$ cat config.mk
export PLATFORM = sky130hd
export DESIGN_NAME = prbs_link_ctrl
export DESIGN_NICKNAME = d
export VERILOG_FILES = /design/src/rtl/prbs_link_ctrl.sv
export SDC_FILE = /design/constraint.sdc
export NUM_CORES = 1
export LEC_CHECK = 0
export CORE_UTILIZATION = 40
export DETAILED_ROUTE_END_ITERATION = 10
export PLACE_DENSITY = 0.66
export SKIP_LAST_GASP = 1
export SYNTH_ARGS = -nofsm -noshare
export SYNTH_HDL_FRONTEND = slang
export SYNTH_SLANG_ARGS = --single-unit
$ cat constraint.sdc
create_clock -name sys_clk_i -period 4 [get_ports sys_clk_i]
set_input_delay 0.6 -clock sys_clk_i [delete_from_list [all_inputs] [get_ports sys_clk_i]]
set_output_delay 0.6 -clock sys_clk_i [all_outputs]
set_load 0.05 [all_outputs]
$ cat src/rtl/prbs_link_ctrl.sv
// prbs_link_ctrl: GT reset sequencing, PRBS error qualification and link-up
// declaration with bounded retry for the multi-lane PRBS test path.
module prbs_link_ctrl #(
  parameter int unsigned NUMBER_OF_LANES     = 2,
  parameter int unsigned RESET_HOLD_CYCLES   = 16,
  parameter int unsigned LOCK_TIMEOUT_CYCLES = 100000,
  parameter int unsigned CHECK_WINDOW_CYCLES = 1024,
  parameter int unsigned ERR_THRESH          = 0,
  parameter int unsigned MAX_RETRY           = 3
) (
  input  logic                       sys_clk_i,
  input  logic                       sys_rst_n_i,
  input  logic                       enable_i,
  input  logic [NUMBER_OF_LANES-1:0] gt_tx_reset_done_i,
  input  logic [NUMBER_OF_LANES-1:0] gt_rx_reset_done_i,
  input  logic [NUMBER_OF_LANES-1:0] prbs_err_i,
  output logic                       gt_reset_o,
  output logic                       link_up_o,
  output logic                       fail_o,
  output logic [2:0]                 state_o,
  output logic [15:0]                err_cnt_o,
  output logic [3:0]                 retry_cnt_o
);

  localparam int unsigned MAX_HW =
    (RESET_HOLD_CYCLES > LOCK_TIMEOUT_CYCLES) ? RESET_HOLD_CYCLES : LOCK_TIMEOUT_CYCLES;
  localparam int unsigned MAX_CYC =
    (MAX_HW > CHECK_WINDOW_CYCLES) ? MAX_HW : CHECK_WINDOW_CYCLES;
  localparam int unsigned TW = $clog2(MAX_CYC + 1);
  localparam int unsigned CW = $clog2(NUMBER_OF_LANES + 1);

  localparam logic [TW-1:0] HOLD_LAST = TW'(RESET_HOLD_CYCLES - 1);
  localparam logic [TW-1:0] LOCK_LAST = TW'(LOCK_TIMEOUT_CYCLES - 1);
  localparam logic [TW-1:0] WIN_LAST  = TW'(CHECK_WINDOW_CYCLES - 1);
  localparam logic [3:0]    RETRY_MAX = 4'(MAX_RETRY);

  typedef enum logic [2:0] {
    ST_IDLE      = 3'd0,
    ST_RESET     = 3'd1,
    ST_WAIT_DONE = 3'd2,
    ST_CHECK     = 3'd3,
    ST_UP        = 3'd4,
    ST_FAIL      = 3'd5
  } state_t;

  state_t        state;
  state_t        state_nxt;
  logic [TW-1:0] timer;
  logic          all_done;
  logic          retry_req;
  logic          retry_last;
  logic [CW-1:0] err_pop;
  logic [16:0]   err_sum;
  logic [15:0]   err_sat;

  assign all_done   = (&gt_tx_reset_done_i) & (&gt_rx_reset_done_i);
  assign retry_last = (retry_cnt_o + 4'd1) == RETRY_MAX;
  assign err_sum    = {1'b0, err_cnt_o} + 17'(err_pop);
  assign err_sat    = err_sum[16] ? 16'hFFFF : err_sum[15:0];
  assign state_o    = state;

  // Number of lanes flagging a PRBS error this cycle
  always_comb begin
    err_pop = '0;
    for (int i = 0; i < int'(NUMBER_OF_LANES); i++) begin
      err_pop = err_pop + CW'(prbs_err_i[i]);
    end
  end

  // Next-state decision; disable overrides everything, retries fold into RESET/FAIL
  always_comb begin
    state_nxt = state;
    retry_req = 1'b0;
    if (!enable_i) begin
      state_nxt = ST_IDLE;
    end else begin
      case (state)
        ST_IDLE: state_nxt = ST_RESET;
        ST_RESET: begin
          if (timer == HOLD_LAST) state_nxt = ST_WAIT_DONE;
        end
        ST_WAIT_DONE: begin
          if (all_done)               state_nxt = ST_CHECK;
          else if (timer == LOCK_LAST) retry_req = 1'b1;
        end
        ST_CHECK: begin
          if (!all_done) begin
            retry_req = 1'b1;
          end else if (timer == WIN_LAST) begin
            if (32'(err_sat) <= ERR_THRESH) state_nxt = ST_UP;
            else                            retry_req = 1'b1;
          end
        end
        ST_UP: begin
          if ((|prbs_err_i) || !all_done) retry_req = 1'b1;
        end
        ST_FAIL: state_nxt = ST_FAIL;
        default: state_nxt = ST_IDLE;
      endcase
      if (retry_req) state_nxt = retry_last ? ST_FAIL : ST_RESET;
    end
  end

  // FSM register, shared timer, counters and Moore outputs decoded from the next state
  always_ff @(posedge sys_clk_i or negedge sys_rst_n_i) begin
    if (!sys_rst_n_i) begin
      state       <= ST_IDLE;
      timer       <= '0;
      gt_reset_o  <= 1'b1;
      link_up_o   <= 1'b0;
      fail_o      <= 1'b0;
      err_cnt_o   <= '0;
      retry_cnt_o <= '0;
    end else begin
      state      <= state_nxt;
      gt_reset_o <= (state_nxt == ST_IDLE) || (state_nxt == ST_RESET) ||
                    (state_nxt == ST_FAIL);
      link_up_o  <= (state_nxt == ST_UP);
      fail_o     <= (state_nxt == ST_FAIL);

      // timer only runs in the timed states, so it never wraps while parked
      if (state_nxt != state) begin
        timer <= '0;
      end else if ((state == ST_RESET) || (state == ST_WAIT_DONE) ||
                   (state == ST_CHECK)) begin
        timer <= timer + TW'(1);
      end

      if (!enable_i || (state == ST_IDLE)) begin
        retry_cnt_o <= '0;
      end else if (retry_req) begin
        retry_cnt_o <= retry_last ? RETRY_MAX : retry_cnt_o + 4'd1;
      end

      // a disabling edge neither clears nor accumulates the error count
      if (enable_i) begin
        if ((state == ST_WAIT_DONE) && all_done) begin
          err_cnt_o <= '0;
        end else if ((state == ST_CHECK) || (state == ST_UP)) begin
          err_cnt_o <= err_sat;
        end
      end
    end
  end

endmodule

# Word level (Yosys, flattened, before mapping)
# Index checks and enable logic that the tools add are counted.
# word_totals
ff_bits,43
in_bits,9
output_inout_bits,26
wordCells,71
# op_classes
addsub,4
n_lt_le_gt_ge,1
n_eq_ne,13
mux,26
bitwise,1
n_reduce_logical,19
# op_table
op,n
$mux 16,3
$mux 17,2
$mux 3,8
$pmux 3 s6,1
$add 16x2->17,1
$add 17x1->17 const B,1
$eq 17x10->1 const B,1
$eq 17x17->1 const B,1
$eq 17x4->1 const B,1
$le 16x1->1 const B,1
$eq 3x3->1 const B,4
$mux 4,3
$mux 1,8
$logic_or 1x1->1,7
$eq 3x1->1 const B,2
$eq 3x2->1 const B,2
$logic_not 3->1,2
$reduce_and 2->1,3
$reduce_bool 2->1,3
$add 4x1->4 const B,1
$eq 4x2->1 const B,1
$ne 3x3->1,1
$pmux 1 s3,1
$add 1x1->2,1
4 further kinds,5

# Depth between registers and ports, before layout
# depth
depth_word,14
ltp_mapped,14
depth_no_buf,12

# Least setup slack after synthesis
# Ideal clock, no wire load.
# synth_path
kind,register to register
from,register err_cnt_o[0]
to,register timer[0]
setup_time_ns,0.122
arrival_time_ns,3.450
required_ns,3.878
path_slack_ns,0.429
path_stages_with_launch,14
path_buffers,1
cell_sequence,dfrtp_1 inv_1 fa_1 inv_1 ha_1 nand4_4 nor3_1 mux2i_1 o2111ai_2 nor4_4 a211oi_1 a211oi_2 buf_6 nor4_2
# synth_between
elab_chain_cells,12
elab_cells_between_ends,17
# synth_lines
item,line_no,rtl
start: declaration,21,"output logic [15:0] err_cnt_o,"
start signal: assignment,140,err_cnt_o <= err_sat;
$add 16x2->17 (*),58,"assign err_sum = {1'b0, err_cnt_o} + 17'(err_pop);"
$mux 16 (*),59,assign err_sat = err_sum[16] ? 16'hFFFF : err_sum[15:0];
$le 16x1->1 (*),90,if (32'(err_sat) <= ERR_THRESH) state_nxt = ST_UP;
$mux 1,90,
$mux 1,89,end else if (timer == WIN_LAST) begin
$mux 1,87,if (!all_done) begin
$pmux 1 s3,77,case (state)
$mux 1,74,if (!enable_i) begin
$mux 3 (*),100,if (retry_req) state_nxt = retry_last ? ST_FAIL : ST_RESET;
$mux 3 (*),74,
$ne 3x3->1 (*),122,if (state_nxt != state) begin
$mux 17 or $reduce_bool 2->1 (tied branches),--,
end signal: assignment,126,timer <= timer + TW'(1);
end: declaration,48,logic [TW-1:0] timer;
# Every way passes the cells marked *; elsewhere a longest branch is shown, timed or not. The select of a mux whose other input is x is not followed.
# A chain may end at the register's enable or synchronous reset.

# Worst setup path after layout
# layout_path
from,input prbs_err_i[0]
to,register timer[5]
# layout_between
elab_chain_cells,13
elab_cells_between_ends,21
# layout_lines
item,line_no,rtl
start: declaration,16,"input logic [NUMBER_OF_LANES-1:0] prbs_err_i,"
$add 1x1->2,66,err_pop = err_pop + CW'(prbs_err_i[i]);
$add 16x2->17,58,
$mux 16,59,
$le 16x1->1,90,
$mux 1,90,
$mux 1,89,
$mux 1,87,
$pmux 1 s3,77,
$mux 1,74,
$mux 3 (*),100,
$mux 3 (*),74,
$ne 3x3->1 (*),122,
$mux 17 or $reduce_bool 2->1 (tied branches),--,
# Marks and branches as above.

==> impl_metrics.env <==
export IMPL_swShare=0.269
export IMPL_tightest_slew_ns=0.993
export IMPL_synth_top_family_by_area="simple AND/OR/NAND/NOR gates"
export IMPL_dp_cells=484
export IMPL_place_ws_ns=-0.127
export IMPL_p_comb_frac=0.142
export IMPL_worstSetupPathType="input pin to flop"
export IMPL_hold_viol=0
export IMPL_nets=407
export IMPL_fin_area_mm2=0.00378
export IMPL_synth_xor_xnor_area_share=0.0594
export IMPL_r2r_slack_ns=0.73
export IMPL_critical_path_required_ns=4.20
export IMPL_rsz0062_at_grt="no"
export IMPL_cts_buffers=5
export IMPL_chipHeight_um=90.0
export IMPL_path_cells="clkdlybuf4s50_1, inv_1, fa_1, inv_1, ha_1, nand4_4, nor4_2, mux2i_1, nand3_1, nor4_4, a2bb2oi_1, a211oi_2, buf_12, nor4_1"
export IMPL_synthMuxAreaShare=0.0137
export IMPL_area_delta_synth_final_pct=22.0
export IMPL_drc=0
export IMPL_synth_main_ff_cell="dfrtp_1"
export IMPL_max_freq_mhz=265
export IMPL_fillers=682
export IMPL_ff_latch_area_mm2=0.00108
export IMPL_p_leak_nw=1.52
export IMPL_antenna_cells=0
export IMPL_synthAdderAreaFrac=0.0226
export IMPL_ys_warn_count=0
export IMPL_min_period_ns=3.77
export IMPL_finClkSkew_ns=0.00790
export IMPL_synth_top_area_share=0.340
export IMPL_synth_cell_type_count=65
export IMPL_ys_seq_area_frac=0.348
export IMPL_multi_input_area_mm2=0.00186
export IMPL_reg2reg_depth=13
export IMPL_reg2reg_from="err_cnt_o[0]"
export IMPL_synth_edf_count=0
export IMPL_async_flop_share=1.00
export IMPL_crit_fanout=17
export IMPL_vias_per_cell=5.55
export IMPL_clk_pin_slew_ns=0.09
export IMPL_critPathArrivalTime_ns=3.98
export IMPL_crit_family="simple AND/OR/NAND/NOR gates"
export IMPL_synth_area_per_cell_um2=8.87
export IMPL_vias=2738
export IMPL_layout_cells_non_filler=493
export IMPL_max_stage_delay_ns=0.49
export IMPL_timing_hold_ws_ns=0.459
export IMPL_final_common_cell="nand2_1"
export IMPL_dieWidth_um=90.0
export IMPL_cts_sinks=43
export IMPL_insertion_delay_ns=0.30
export IMPL_place_hpwl_um=5210
export IMPL_grt_pass1_wl_um=12900
export IMPL_dpl_cell_area_mm2=0.00364
export IMPL_rows=31
export IMPL_gr_total_overflow=0
export IMPL_startpoint="prbs_err_i[0]"
export IMPL_seqPwrFrac=0.488
export IMPL_drv_slew=0
export IMPL_ios=35
export IMPL_synth_compound_area_frac=0.158
export IMPL_ant_nets=0
export IMPL_worstHoldPathType="input pin to async pin"
export IMPL_yosys_area_share_simple=0.340
export IMPL_tns_ns=0
export IMPL_grt_max_degree=44
export IMPL_powerDensity_mw_per_mm2=247
export IMPL_htreeDepth=2
export IMPL_cp_start_kind="input pin"
export IMPL_drv_cap=0
export IMPL_clkPwrFrac=0.370
export IMPL_cell_internal_pwr_w=0.000683
export IMPL_ir_worst_vdd_v=0.000161
export IMPL_power_switching_w=0.000251
export IMPL_floorplan_initialDensity=0.420
export IMPL_layout_setup_ws_ns=0.227
export IMPL_syn_num_nets=363
export IMPL_drt_iter0_drc=106
export IMPL_track_usage=0.195
export IMPL_synthCells=349
export IMPL_routed_wl_um=7410
export IMPL_drive_above_1_share=0.175
export IMPL_synth_area_leader_cell="dfrtp_1"
export IMPL_clockBufferDepth=2
export IMPL_crit_top_cell="inv_1"
export IMPL_ys_ff_latch=43
export IMPL_drtPass1Iterations=4
export IMPL_syn_area_mm2=0.00310
export IMPL_gp_congestion=0.840
export IMPL_cts_tree="done"
export IMPL_status="completed"
export IMPL_place_port_buffers=34
export IMPL_holdBufCountCts=0
export IMPL_wl_per_cell_um=15.0
export IMPL_r2r_end="timer[5]"
export IMPL_path_buf_inv=4
export IMPL_end_kind="flop"
export IMPL_setup_viol=0
export IMPL_root_buffer="clkbuf_8"
export IMPL_design_core_area_mm2=0.00737
export IMPL_yosys_top_cells_area="dfrtp_1 (34%), nand2_1 (6.2%), nor4_2 (5.7%), o21ai_0 (4.9%), xnor2_1 (4.5%)"
export IMPL_die_area_mm2=0.00809
export IMPL_antenna_found_initial=0
export IMPL_fin_crit_sh=0.943
export IMPL_cpMaxStageDelayCell="clkdlybuf4s50_1"
export IMPL_grt_pass1_vias=2615
export IMPL_maxSlewHeadroom=0.338
export IMPL_most_common_layout_cells="nand2_1 (51), dfrtp_1 (42), clkdlybuf4s50_1 (33)"
worst register-to-register path: stages, from the launching register on:
cell	delay, ns
dfrtp_1	0.35
inv_1	0.06
fa_1	0.41
inv_1	0.07
ha_1	0.21
nand4_4	0.14
nor4_2	0.33
mux2i_1	0.36
nand3_1	0.17
nor4_4	0.30
a2bb2oi_1	0.22
a211oi_2	0.08
buf_12	0.19
nor4_1	0.29
synthesized netlist by cell type (all sizes together), types with 5 or more instances:
| master | n |
|---|---|
| a21oi | 10 |
| a22o | 5 |
| and2 | 5 |
| and3 | 5 |
| buf | 15 |
| clkbuf | 5 |
| dfrtp | 42 |
| inv | 13 |
| nand2 | 51 |
| nand3 | 21 |
| nand4 | 9 |
| nor2 | 19 |
| nor3 | 10 |
| nor4 | 24 |
| o21ai | 32 |
| or3 | 5 |
| xnor2 | 16 |
| xor2 | 5 |
metrics by stage:
stage,power [W],utilization
final,0.000934,0.512
after global placement,0.000597,0.494
after floorplan,0.000543,-
after CTS,0.000947,0.509
after detailed placement,0.000598,0.494
after global routing,0.000975,0.512
kinds of logic after synthesis:
family / count (synthesis)
flops: 43
xor+xnor: 21
simple gates: 171
mux: 4
buf+inv: 33
fa+ha+maj: 5
compound gates: 72
cell type report:
cell class | instances | share of cell area
Clock inverter | 3 | 0.0116
Multi-Input combinational cell | 273 | 0.491
Clock buffer | 5 | 0.0182
Inverter | 13 | 0.0129
Sequential cell | 43 | 0.285
Timing Repair Buffer | 57 | 0.148
Tap cell | 99 | 0.0328
power groups by stage:
stage	registers, W	clock network [W]	logic (W)
final	0.000456	0.000346	0.000133
after global routing	0.000458	0.000371	0.000147
after CTS	0.000456	0.000357	0.000134
after detailed placement	0.000464	0	0.000133
after global placement	0.000464	0	0.000133
after floorplan	0.000482	0	0.0000605
state kept, by name (all words and copies together) (netlist names):
signal,flops
timer,17
err_cnt_o,16
retry_cnt_o,4
state_o,3
fail_o,1
gt_reset_o,1
link_up_o,1
worst max-delay path by stage:
stage	endpoint	slack [ns]	depth (start not counted)
after floorplan	timer[0]	0.43	13
after global placement	timer[10]	-0.04	14
after detailed placement	timer[5]	-0.13	14
after CTS	timer[5]	0.18	14
after global routing	timer[10]	0.02	14
final	timer[5]	0.23	14
layer usage:
layer,global-route usage,wire length [um]
met1,0.268,3540
met2,0.327,3600
met3,0.0288,207
met4,0.0403,66
met5,0,0
what timing repair did:
action / in CTS / in global routing
setup buffers: 0 / 1
gates resized for setup: 0 / 3
endpoints found under the setup margin: 0 / 7
(Power assumes the default switching activity.)
